--- src/rtl/cdb_arbiter_pkg.sv ---
// rtl/cdb_arbiter_pkg.sv - rv32i_types writeback/CDB packet types and arbiter constants
package rv32i_types;

  localparam int NUM_WB_REQ      = 4;
  localparam int WB_REQ_LOAD     = 0;
  localparam int WB_REQ_DIV      = 1;
  localparam int WB_REQ_MUL      = 2;
  localparam int WB_REQ_ALU      = 3;
  localparam int WB_STARVE_LIMIT = 7;
  localparam int WB_AGE_W        = $clog2(WB_STARVE_LIMIT + 1);

  typedef struct packed {
    logic [31:0] monitor_pc_rdata;
    logic [31:0] monitor_rd_wdata;
    logic [4:0]  monitor_rd_addr;
  } rvfi_pkt_t;

  typedef struct packed {
    logic        valid;
    logic [5:0]  p_addr;
    logic [4:0]  rd_aaddr;
    logic [31:0] rd_data;
    logic [3:0]  rob_idx;
    rvfi_pkt_t   rvfi_pkt;
    logic [3:0]  br_bmask;
    logic [31:0] pc_next;
    logic        br_en;
    logic        br_mispred;
    logic [3:0]  br_bit;
    logic        prediction;
    logic [7:0]  pht_index;
    logic        is_branch;
  } wb_pkt_t;

  typedef struct packed {
    logic        cdb_broadcast;
    logic [5:0]  p_addr;
    logic [4:0]  aaddr;
    logic [31:0] cdb_rd;
    logic [3:0]  rob_idx;
    rvfi_pkt_t   rvfi_pkt;
    logic [3:0]  br_bmask;
    logic [31:0] pc_next;
    logic        br_en;
    logic        br_mispred;
    logic [3:0]  br_bit;
    logic        prediction;
    logic [7:0]  pht_index;
    logic        is_branch;
  } cdb_pkt_t;

  // x0 writes never carry data onto the bus; loads report the forced value to rvfi
  function automatic cdb_pkt_t wb_to_cdb(input wb_pkt_t p, input logic is_load, input logic is_br);
    cdb_pkt_t c;
    c               = '0;
    c.cdb_broadcast = 1'b1;
    c.p_addr        = p.p_addr;
    c.aaddr         = p.rd_aaddr;
    c.cdb_rd        = (p.rd_aaddr == 5'd0) ? 32'd0 : p.rd_data;
    c.rob_idx       = p.rob_idx;
    c.rvfi_pkt      = p.rvfi_pkt;
    if (is_load) c.rvfi_pkt.monitor_rd_wdata = c.cdb_rd;
    c.br_bmask      = p.br_bmask;
    c.pc_next       = p.pc_next;
    c.br_en         = p.br_en;
    if (is_br) begin
      c.br_mispred = p.br_mispred;
      c.br_bit     = p.br_bit;
      c.prediction = p.prediction;
      c.pht_index  = p.pht_index;
      c.is_branch  = p.is_branch;
    end
    return c;
  endfunction

endpackage

--- src/rtl/cdb_arbiter_age_pick.sv ---
// rtl/cdb_arbiter_age_pick.sv - cdb_age_pick: starved-first, lowest-index-first one-hot pick of two
module cdb_age_pick
  #(parameter int N = 4)
  (
  input  logic [N-1:0] occ,
  input  logic [N-1:0] starved,
  input  logic [N-1:0] kill,
  output logic [N-1:0] gnt0,
  output logic [N-1:0] gnt1
);

  function automatic logic [N-1:0] first_of(input logic [N-1:0] v);
    logic [N-1:0] r;
    r = '0;
    for (int i = N - 1; i >= 0; i--) begin
      if (v[i]) begin
        r    = '0;
        r[i] = 1'b1;
      end
    end
    return r;
  endfunction

  function automatic logic [N-1:0] pick(input logic [N-1:0] e, input logic [N-1:0] s);
    return (|(e & s)) ? first_of(e & s) : first_of(e);
  endfunction

  logic [N-1:0] elig;

  always_comb begin
    elig = occ & ~kill;
    gnt0 = pick(elig, starved);
    gnt1 = pick(elig & ~gnt0, starved);
  end

endmodule

--- src/rtl/cdb_arbiter.sv ---
// rtl/cdb_arbiter.sv - writeback holding slots and dual-CDB scheduler with aging and branch kill
// Optional: CDB_SHARE_EN lets general overflow use cdb_pkt2 when the branch slot is empty.
module cdb_arbiter
  import rv32i_types::*;
  #(
  parameter int NUM_REQ      = NUM_WB_REQ,
  parameter int STARVE_LIMIT = WB_STARVE_LIMIT
  )
  (
  input  logic               clk,
  input  logic               rst_n,
  input  wb_pkt_t            req_pkt [NUM_REQ],
  output logic [NUM_REQ-1:0] req_ready,
  input  wb_pkt_t            br_pkt,
  output logic               br_ready,
  output cdb_pkt_t           cdb_pkt,
  output cdb_pkt_t           cdb_pkt2
);

  localparam int AGE_W = $clog2(STARVE_LIMIT + 1);
`ifdef CDB_SHARE_EN
  localparam bit SHARE_EN = 1'b1;
`else
  localparam bit SHARE_EN = 1'b0;
`endif

  wb_pkt_t            slot [NUM_REQ];
  logic [AGE_W-1:0]   age  [NUM_REQ];
  logic [NUM_REQ-1:0] occ;
  wb_pkt_t            br_slot;
  logic               br_occ;

  logic               mispred;
  logic [3:0]         clr_mask;
  logic [NUM_REQ-1:0] kill, in_kill, starved;
  logic [NUM_REQ-1:0] gnt0, gnt1, gnt2, gnt;

  // Resolution always comes from the branch broadcast of this same cycle
  always_comb begin
    mispred  = br_occ && br_slot.br_mispred;
    clr_mask = (br_occ && !br_slot.br_mispred) ? br_slot.br_bit : 4'd0;
    for (int i = 0; i < NUM_REQ; i++) begin
      kill[i]    = occ[i] && mispred && (|(slot[i].br_bmask & br_slot.br_bit));
      in_kill[i] = mispred && (|(req_pkt[i].br_bmask & br_slot.br_bit));
      starved[i] = (age[i] == AGE_W'(STARVE_LIMIT));
    end
  end

  cdb_age_pick #(.N(NUM_REQ)) u_pick (
    .occ     (occ),
    .starved (starved),
    .kill    (kill),
    .gnt0    (gnt0),
    .gnt1    (gnt1)
  );

  always_comb begin
    gnt2      = (SHARE_EN && !br_occ) ? gnt1 : '0;
    gnt       = gnt0 | gnt2;
    req_ready = ~occ | gnt | kill | in_kill;
    br_ready  = !br_occ || br_occ;
  end

  always_comb begin
    cdb_pkt  = '0;
    cdb_pkt2 = '0;
    for (int i = 0; i < NUM_REQ; i++) begin
      if (gnt0[i]) cdb_pkt  = wb_to_cdb(slot[i], 1'(i == WB_REQ_LOAD), 1'b0);
      if (gnt2[i]) cdb_pkt2 = wb_to_cdb(slot[i], 1'(i == WB_REQ_LOAD), 1'b0);
    end
    if (br_occ) cdb_pkt2 = wb_to_cdb(br_slot, 1'b0, 1'b1);
  end

  always_ff @(posedge clk or negedge rst_n) begin
    if (!rst_n) begin
      for (int i = 0; i < NUM_REQ; i++) begin
        slot[i] <= '0;
        age[i]  <= '0;
      end
      occ     <= '0;
      br_slot <= '0;
      br_occ  <= 1'b0;
    end else begin
      for (int i = 0; i < NUM_REQ; i++) begin
        if (req_pkt[i].valid && req_ready[i] && !in_kill[i]) begin
          slot[i]          <= req_pkt[i];
          slot[i].br_bmask <= req_pkt[i].br_bmask & ~clr_mask;
          occ[i]           <= 1'b1;
          age[i]           <= '0;
        end else if (!occ[i] || gnt[i] || kill[i]) begin
          occ[i] <= 1'b0;
          age[i] <= '0;
        end else begin
          slot[i].br_bmask <= slot[i].br_bmask & ~clr_mask;
          if (!starved[i]) age[i] <= age[i] + 1'b1;
        end
      end
      br_occ <= br_pkt.valid;
      if (br_pkt.valid) br_slot <= br_pkt;
    end
  end

endmodule
--- config.mk ---
export PLATFORM = sky130hd
export DESIGN_NAME = cdb_arbiter
export DESIGN_NICKNAME = d
export VERILOG_FILES = /design/src/rtl/cdb_arbiter_pkg.sv /design/src/rtl/cdb_arbiter_age_pick.sv /design/src/rtl/cdb_arbiter.sv
export SDC_FILE = /design/constraint.sdc
export NUM_CORES = 1
export LEC_CHECK = 0
export ABC_AREA = 1
export BUFFER_PORTS_ARGS = -buffer_cell sky130_fd_sc_hd__buf_4
export CORE_AREA = 2 2 464 466
export DETAILED_ROUTE_END_ITERATION = 10
export DIE_AREA = 0 0 466 468
export PLACE_DENSITY = 0.42
export SLEW_MARGIN = 20
export SYNTH_ARGS = -nofsm -noshare
export SYNTH_HDL_FRONTEND = slang
export SYNTH_SLANG_ARGS = --single-unit
export TNS_END_PERCENT = 20
--- constraint.sdc ---
create_clock -name clk -period 2.99 [get_ports clk]
set_clock_uncertainty 0.15 [all_clocks]
set_input_delay 0.1495 -clock clk [delete_from_list [all_inputs] [get_ports clk]]
set_output_delay 0.1495 -clock clk [all_outputs]
set_load 0.05 [all_outputs]
Yosys cells after proc, flatten, opt, wreduce, memory -nomap -nowiden. Index checks and enable logic that the tools add are counted.

Register bits after elaboration: 765. Output and inout bits: 343.

Multiplexer cells: 48. Add/subtract/negate cells: 4. Bitwise logic cells: 24. Eq/ne operators: 12. Reduce and logical (&&, ||, !) cells: 57.

Operators with widths (count): 2-to-1 mux 169 bit (5); 2-to-1 mux 32 bit (5); AND 4 bit (18); 2-to-1 mux 4 bit (18); 2-to-1 mux 3 bit (12); OR reduction 4 bit (9); zero test 5 bit (5); logical AND 1 bit (22); adder 3 x 1 -> 3 bit (second input constant) (4); equality test 3 bit (second input constant) (4); inequality test 3 bit (second input constant) (4); inverter 4 bit (3); bitwise OR 4 bit (3); zero test 1 bit (9); logical OR 1 bit (8); 2-to-1 mux 1 bit (8); inequality test 2 bit (second input constant) (4); nonzero test 2 bit (4).

Logic depth before layout (Yosys ltp).
Depth after elaboration: 17. Mapped depth: 15. Mapped depth without buffers: 13.

Modules after synthesis. From an unflattened synthesis, not the netlist that was laid out.

Cells, all modules: 4518. Area total of the unflattened synthesis: 36732.7 sq um.

By module, submodules not included: cdb_arbiter (instances 1, sequential area each 19143.4 sq um, cells an instance 4457, area each 36461.2 sq um); cdb_age_pick (instances 1, sequential area each 0.0 sq um, cells an instance 61, area each 271.5 sq um).

Worst setup path after synthesis. OpenSTA, ideal clock, no wires.

Kind: register to output. From: register age[6] (netlist bit). To: output port cdb_pkt[137] (netlist bit). Cell stages (with the launch flop): 11. Data arrival time: 2.189 ns. Setup slack: 0.501 ns. Cell sequence: dfrtp_1 > ha_1 > ha_1 > nand3_1 > nand2_1 > nor2_1 > nand2_2 > nor2_1 > clkbuf_1 > nand2_1 > nand4_1.

RTL lines: start, declared (line cdb_arbiter.sv:28) `logic [AGE_W-1:0] age [NUM_REQ];`; start signal, assigned by index (line cdb_arbiter.sv:95) `if (!starved[i]) age[i] <= age[i] + 1'b1;`; end, declared (line cdb_arbiter.sv:16) `output cdb_pkt_t cdb_pkt,`.

Worst setup path in the final report.
From: register age[0] (netlist bit). To: register slot[539] (netlist bit).

Word-level cells in the longest chain between the ends: 9.

Ends and longest elaborated chain: equality test 3 bit (line cdb_arbiter.sv:45) `starved[i] = (age[i] == AGE_W'(STARVE_LIMIT));`; AND 4 bit (line cdb_arbiter_age_pick.sv:25) `return (|(e & s)) ? first_of(e & s) : first_of(e);`; OR reduction 4 bit (line cdb_arbiter_age_pick.sv:25); 2-to-1 mux 4 bit (line cdb_arbiter_age_pick.sv:25); bitwise OR 4 bit (3 in series) (line cdb_arbiter.sv:60) `req_ready = ~occ | gnt | kill | in_kill;`; logical AND 1 bit (2 in series) (line cdb_arbiter.sv:85) `if (req_pkt[i].valid && req_ready[i] && !in_kill[i]) begin`; end signal, assigned by index (line cdb_arbiter.sv:86) `slot[i] <= req_pkt[i];`; end, declared (line cdb_arbiter.sv:27) `wb_pkt_t slot [NUM_REQ];`.

No other way between the ends. A chain may end at the register's enable or synchronous reset.

==> out/results.txt <==
CTS tree -> built
clock transition at the registers of the reported paths -> 0.06 ns
worst max-slew margin expressed relative to the limit -> 0.4918
data required time at the worst endpoint -> 3.52 ns
number of buffer cells added on primary ports -> 1,081
type of element capturing the critical path -> flop
detailed-routing wirelength on met1 -> 88.51 mm
worst min-delay path category -> in -> reg
number of unique standard cell types used by synthesis -> 27
Cell Area, Synth -> 35,000 µm²
Boundary Pins -> 1,190
total leakage power -> 33.34 nW
cell family with most CP delay -> buffers and inverters
remaining global-route overflow -> 0
setup repair after global routing missed its margin -> true
startpoint-to-endpoint class of the critical path -> reg -> reg
vias in the first global route -> 43.03k
number of warning messages in the yosys log -> 0
Synth Instances -> 4,296
clock buffers created by TritonCTS -> 100
CP Max Fanout -> 51
total count of hold-check failures in the final report -> 0
clock sinks -> 765
slowest cell on the critical path -> sky130_fd_sc_hd__dfrtp_1
die footprint -> 218,100 µm²
worst-margin pin slew -> 0.7624 ns
wire length after detailed routing -> 218.9 mm
design area -> 68,140 µm²
deepest clock path buffer count -> 3
PD cells -> 801.6 nW/µm²
Total Power Consumption -> 54.62 mW
worst hold margin -> 0.06070 ns
maximum number of pins on one net before global-route repair -> 138
proportion of layout cells with a drive suffix above 1 -> 0.2592
Total Neg Setup Slack -> -69.07 ns
Synth-to-Final Area Change -> 94.70%
Max VDD drop -> 0.5980 mV
die width -> 466 µm
number of H-tree levels -> 3
clock tree root driver cell -> sky130_fd_sc_hd__clkbuf_16
post-place instance area -> 47,580 µm²
type of element launching the critical path -> flop
Setup WS post-layout -> -0.3830 ns
average size of a mapped cell -> 8.146 µm²
antenna violations before repair -> 83
Detailed Place HPWL -> 149.3 mm
die boundary height -> 468 µm
Core Util, Final -> 0.3194
highest-count cells in the layout ignoring fill and taps -> sky130_fd_sc_hd__nand2_1, sky130_fd_sc_hd__dlygate4sd3_1, sky130_fd_sc_hd__buf_4
Core Area -> 213,300 µm²
most common cell after layout, fill and taps aside -> sky130_fd_sc_hd__nand2_1
number of flip-flops and latches in the synthesized netlist -> 765
Tcrit/Tclk final -> 1.128
arrival time reported for the critical path endpoint -> 3.90 ns
NumNets Final -> 7,713
# rows -> 170
final routed DRC violation total -> 0
failing checks -> setup timing
Post-DRT Antenna Nets -> 0
largest area contributor in the synthesized netlist -> sky130_fd_sc_hd__dfrtp_1
fraction of post-synthesis cell area in the top cell type by area -> 0.5470
Period minus WS final -> 3.373 ns
total number of vias -> 41.37k
Finish-stage setup viols -> 296
DRC marker count from the first detailed-route iteration -> 2,869
Placer Congestion -> 0.8670
Pins Over Slew Limit -> 0
number of max-capacitance violations reported -> 0
main area contributors after synthesis -> sky130_fd_sc_hd__dfrtp_1, sky130_fd_sc_hd__nand2_1, sky130_fd_sc_hd__nand3_1
Worst Path Buf+Inv -> 11
wire length of the first global-routing pass -> 304.8 mm
Met3 Routed Length -> 12.65 mm
proportion of synthesized chip area in sequential cells -> 0.5470
post-detailed-route wirelength per cell -> 22.27 µm
starting density of the core -> 0.1640
number of inserted filler cells in the final layout -> 22.17k
dominant cell type by count on the critical path -> sky130_fd_sc_hd__buf_4
Routed met2 length -> 106.5 mm
detailed-route vias per instance -> 4.210
detailed-router iteration count before antenna repair -> 5
area of all sequential standard cells -> 19,150 µm²
outcome -> finished, violations left
total routing usage reported by global routing -> 0.1908
maximum clock frequency -> 0.2965 GHz
Worst path max stage delay -> 0.39 ns
Clock Latency Late Sink -> 0.76 ns
uppermost signal routing layer after detailed routing -> met5
area of the multi-input gates -> 14,500 µm²
cells along the critical path -> ha_2 -> ha_4 -> nand3_4 -> nand4_1 -> buf_4 -> buf_4 -> buf_4 -> buf_4 -> buf_4 -> buf_4 -> buf_4 -> buf_4 -> buf_4 -> nand3_4 -> nand2_8 -> clkinv_8 -> buf_16 -> nand2_1 -> nand2_1
worst reg2reg max path, stage by stage (launching register included):
cell and delay (ns):
sky130_fd_sc_hd__dfrtp_1 0.39, sky130_fd_sc_hd__ha_2 0.19, sky130_fd_sc_hd__ha_4 0.18, sky130_fd_sc_hd__nand3_4 0.09, sky130_fd_sc_hd__nand4_1 0.19, sky130_fd_sc_hd__buf_4 0.20, sky130_fd_sc_hd__buf_4 0.13, sky130_fd_sc_hd__buf_4 0.12
sky130_fd_sc_hd__buf_4 0.12, sky130_fd_sc_hd__buf_4 0.12, sky130_fd_sc_hd__buf_4 0.12, sky130_fd_sc_hd__buf_4 0.12, sky130_fd_sc_hd__buf_4 0.12, sky130_fd_sc_hd__buf_4 0.13, sky130_fd_sc_hd__nand3_4 0.09, sky130_fd_sc_hd__nand2_8 0.09
sky130_fd_sc_hd__clkinv_8 0.08, sky130_fd_sc_hd__buf_16 0.22, sky130_fd_sc_hd__nand2_1 0.33, sky130_fd_sc_hd__nand2_1 0.10
synthesized netlist by cell type, drive strengths merged:
cell / instances
conb: 2
nand4: 157
nand2: 1999
clkbuf: 121
a21oi: 28
nor3: 7
xor2: 3
inv: 213
o22ai: 8
ha: 8
buf: 181
clkinv: 1
mux2: 127
dfrtp: 765
nor2: 61
o21ai: 53
nand3: 559
and2: 2
nor3b: 1
sequential cells by signal (all words and copies together), names as in the netlist:
signal and flops:
age 12, br_occ 1, br_slot 168, occ 4
slot 580
worst paths after layout:
check                                      start                 endpoint  slack [ns]  depth (start not counted)
max in group asynchronous                  rst_n    slot[269]$_DFFE_PN0N_        1.88                          4
setup / recovery              age[0]$_DFFE_PN0P_    slot[539]$_DFFE_PN0N_       -0.38                         19
hold / removal                      req_pkt[667]    slot[667]$_DFFE_PN0N_        0.06                          4
hold reg to reg            slot[199]$_DFFE_PN0N_    slot[199]$_DFFE_PN0N_        0.32                          2
min in group asynchronous                  rst_n  br_slot[43]$_DFFE_PN0P_        0.11                          3
setup reg to reg              age[0]$_DFFE_PN0P_    slot[539]$_DFFE_PN0N_       -0.38                         19
logic make-up (layout without fill, tap and decap cells):
kind of cell,Yosys count,count (layout),synth area share
simple gates,2786,2786,0.3316
flops,765,765,0.5470
buf+inv,516,3147,0.06357
mux,127,127,0.04087
compound gates,89,89,0.01312
fa+ha+maj,8,8,0.002860
xor+xnor,3,3,0.0007509
other cells,2,63,0.0002146
repair_timing:
action / CTS / global route
pin swaps: 34 / 80
endpoints found under the hold margin: 1386 / 0
endpoints found under the setup margin: 162 / 538
resized for setup: 214 / 242
setup buffers: 50 / 24
hold buffers: 1416 / 0
gates cloned: 9 / 12
metal layers:
layer  GRT usage  vias to the layer above
met5           0                        -
met4     0.08983                       58
met3     0.04063                      436
met2      0.3267                     1573
met1      0.2269                    20400
li1            -                    18900
power breakdown:
part           total (mW)  internal, mW  leakage [nW]  switching [mW]
clock                12.9          7.61          1.69            5.33
combinational        25.5          9.49          22.3            16.0
sequential           16.2          13.9          9.37            2.32
per-stage QoR:
stage	cells	setup WS, ns
finish	9826	-0.3830
global route	9814	-0.5622
CTS	9753	-0.5167
detailed placement	8093	-0.05524
global placement	8093	-0.08943
floorplan	4310	0.5010
layout make-up:
class / count / share of cell area
flip-flops and latches: 765 / 0.2811
well taps: 2838 / 0.05211
diodes: 47 / 0.001726
clock buffers: 146 / 0.04234
clock inverters: 39 / 0.008631
multi-input cells: 3029 / 0.2128
repair buffers: 2748 / 0.3890
inverters: 214 / 0.01234
Note: power is estimated with default switching activity, not from simulation.
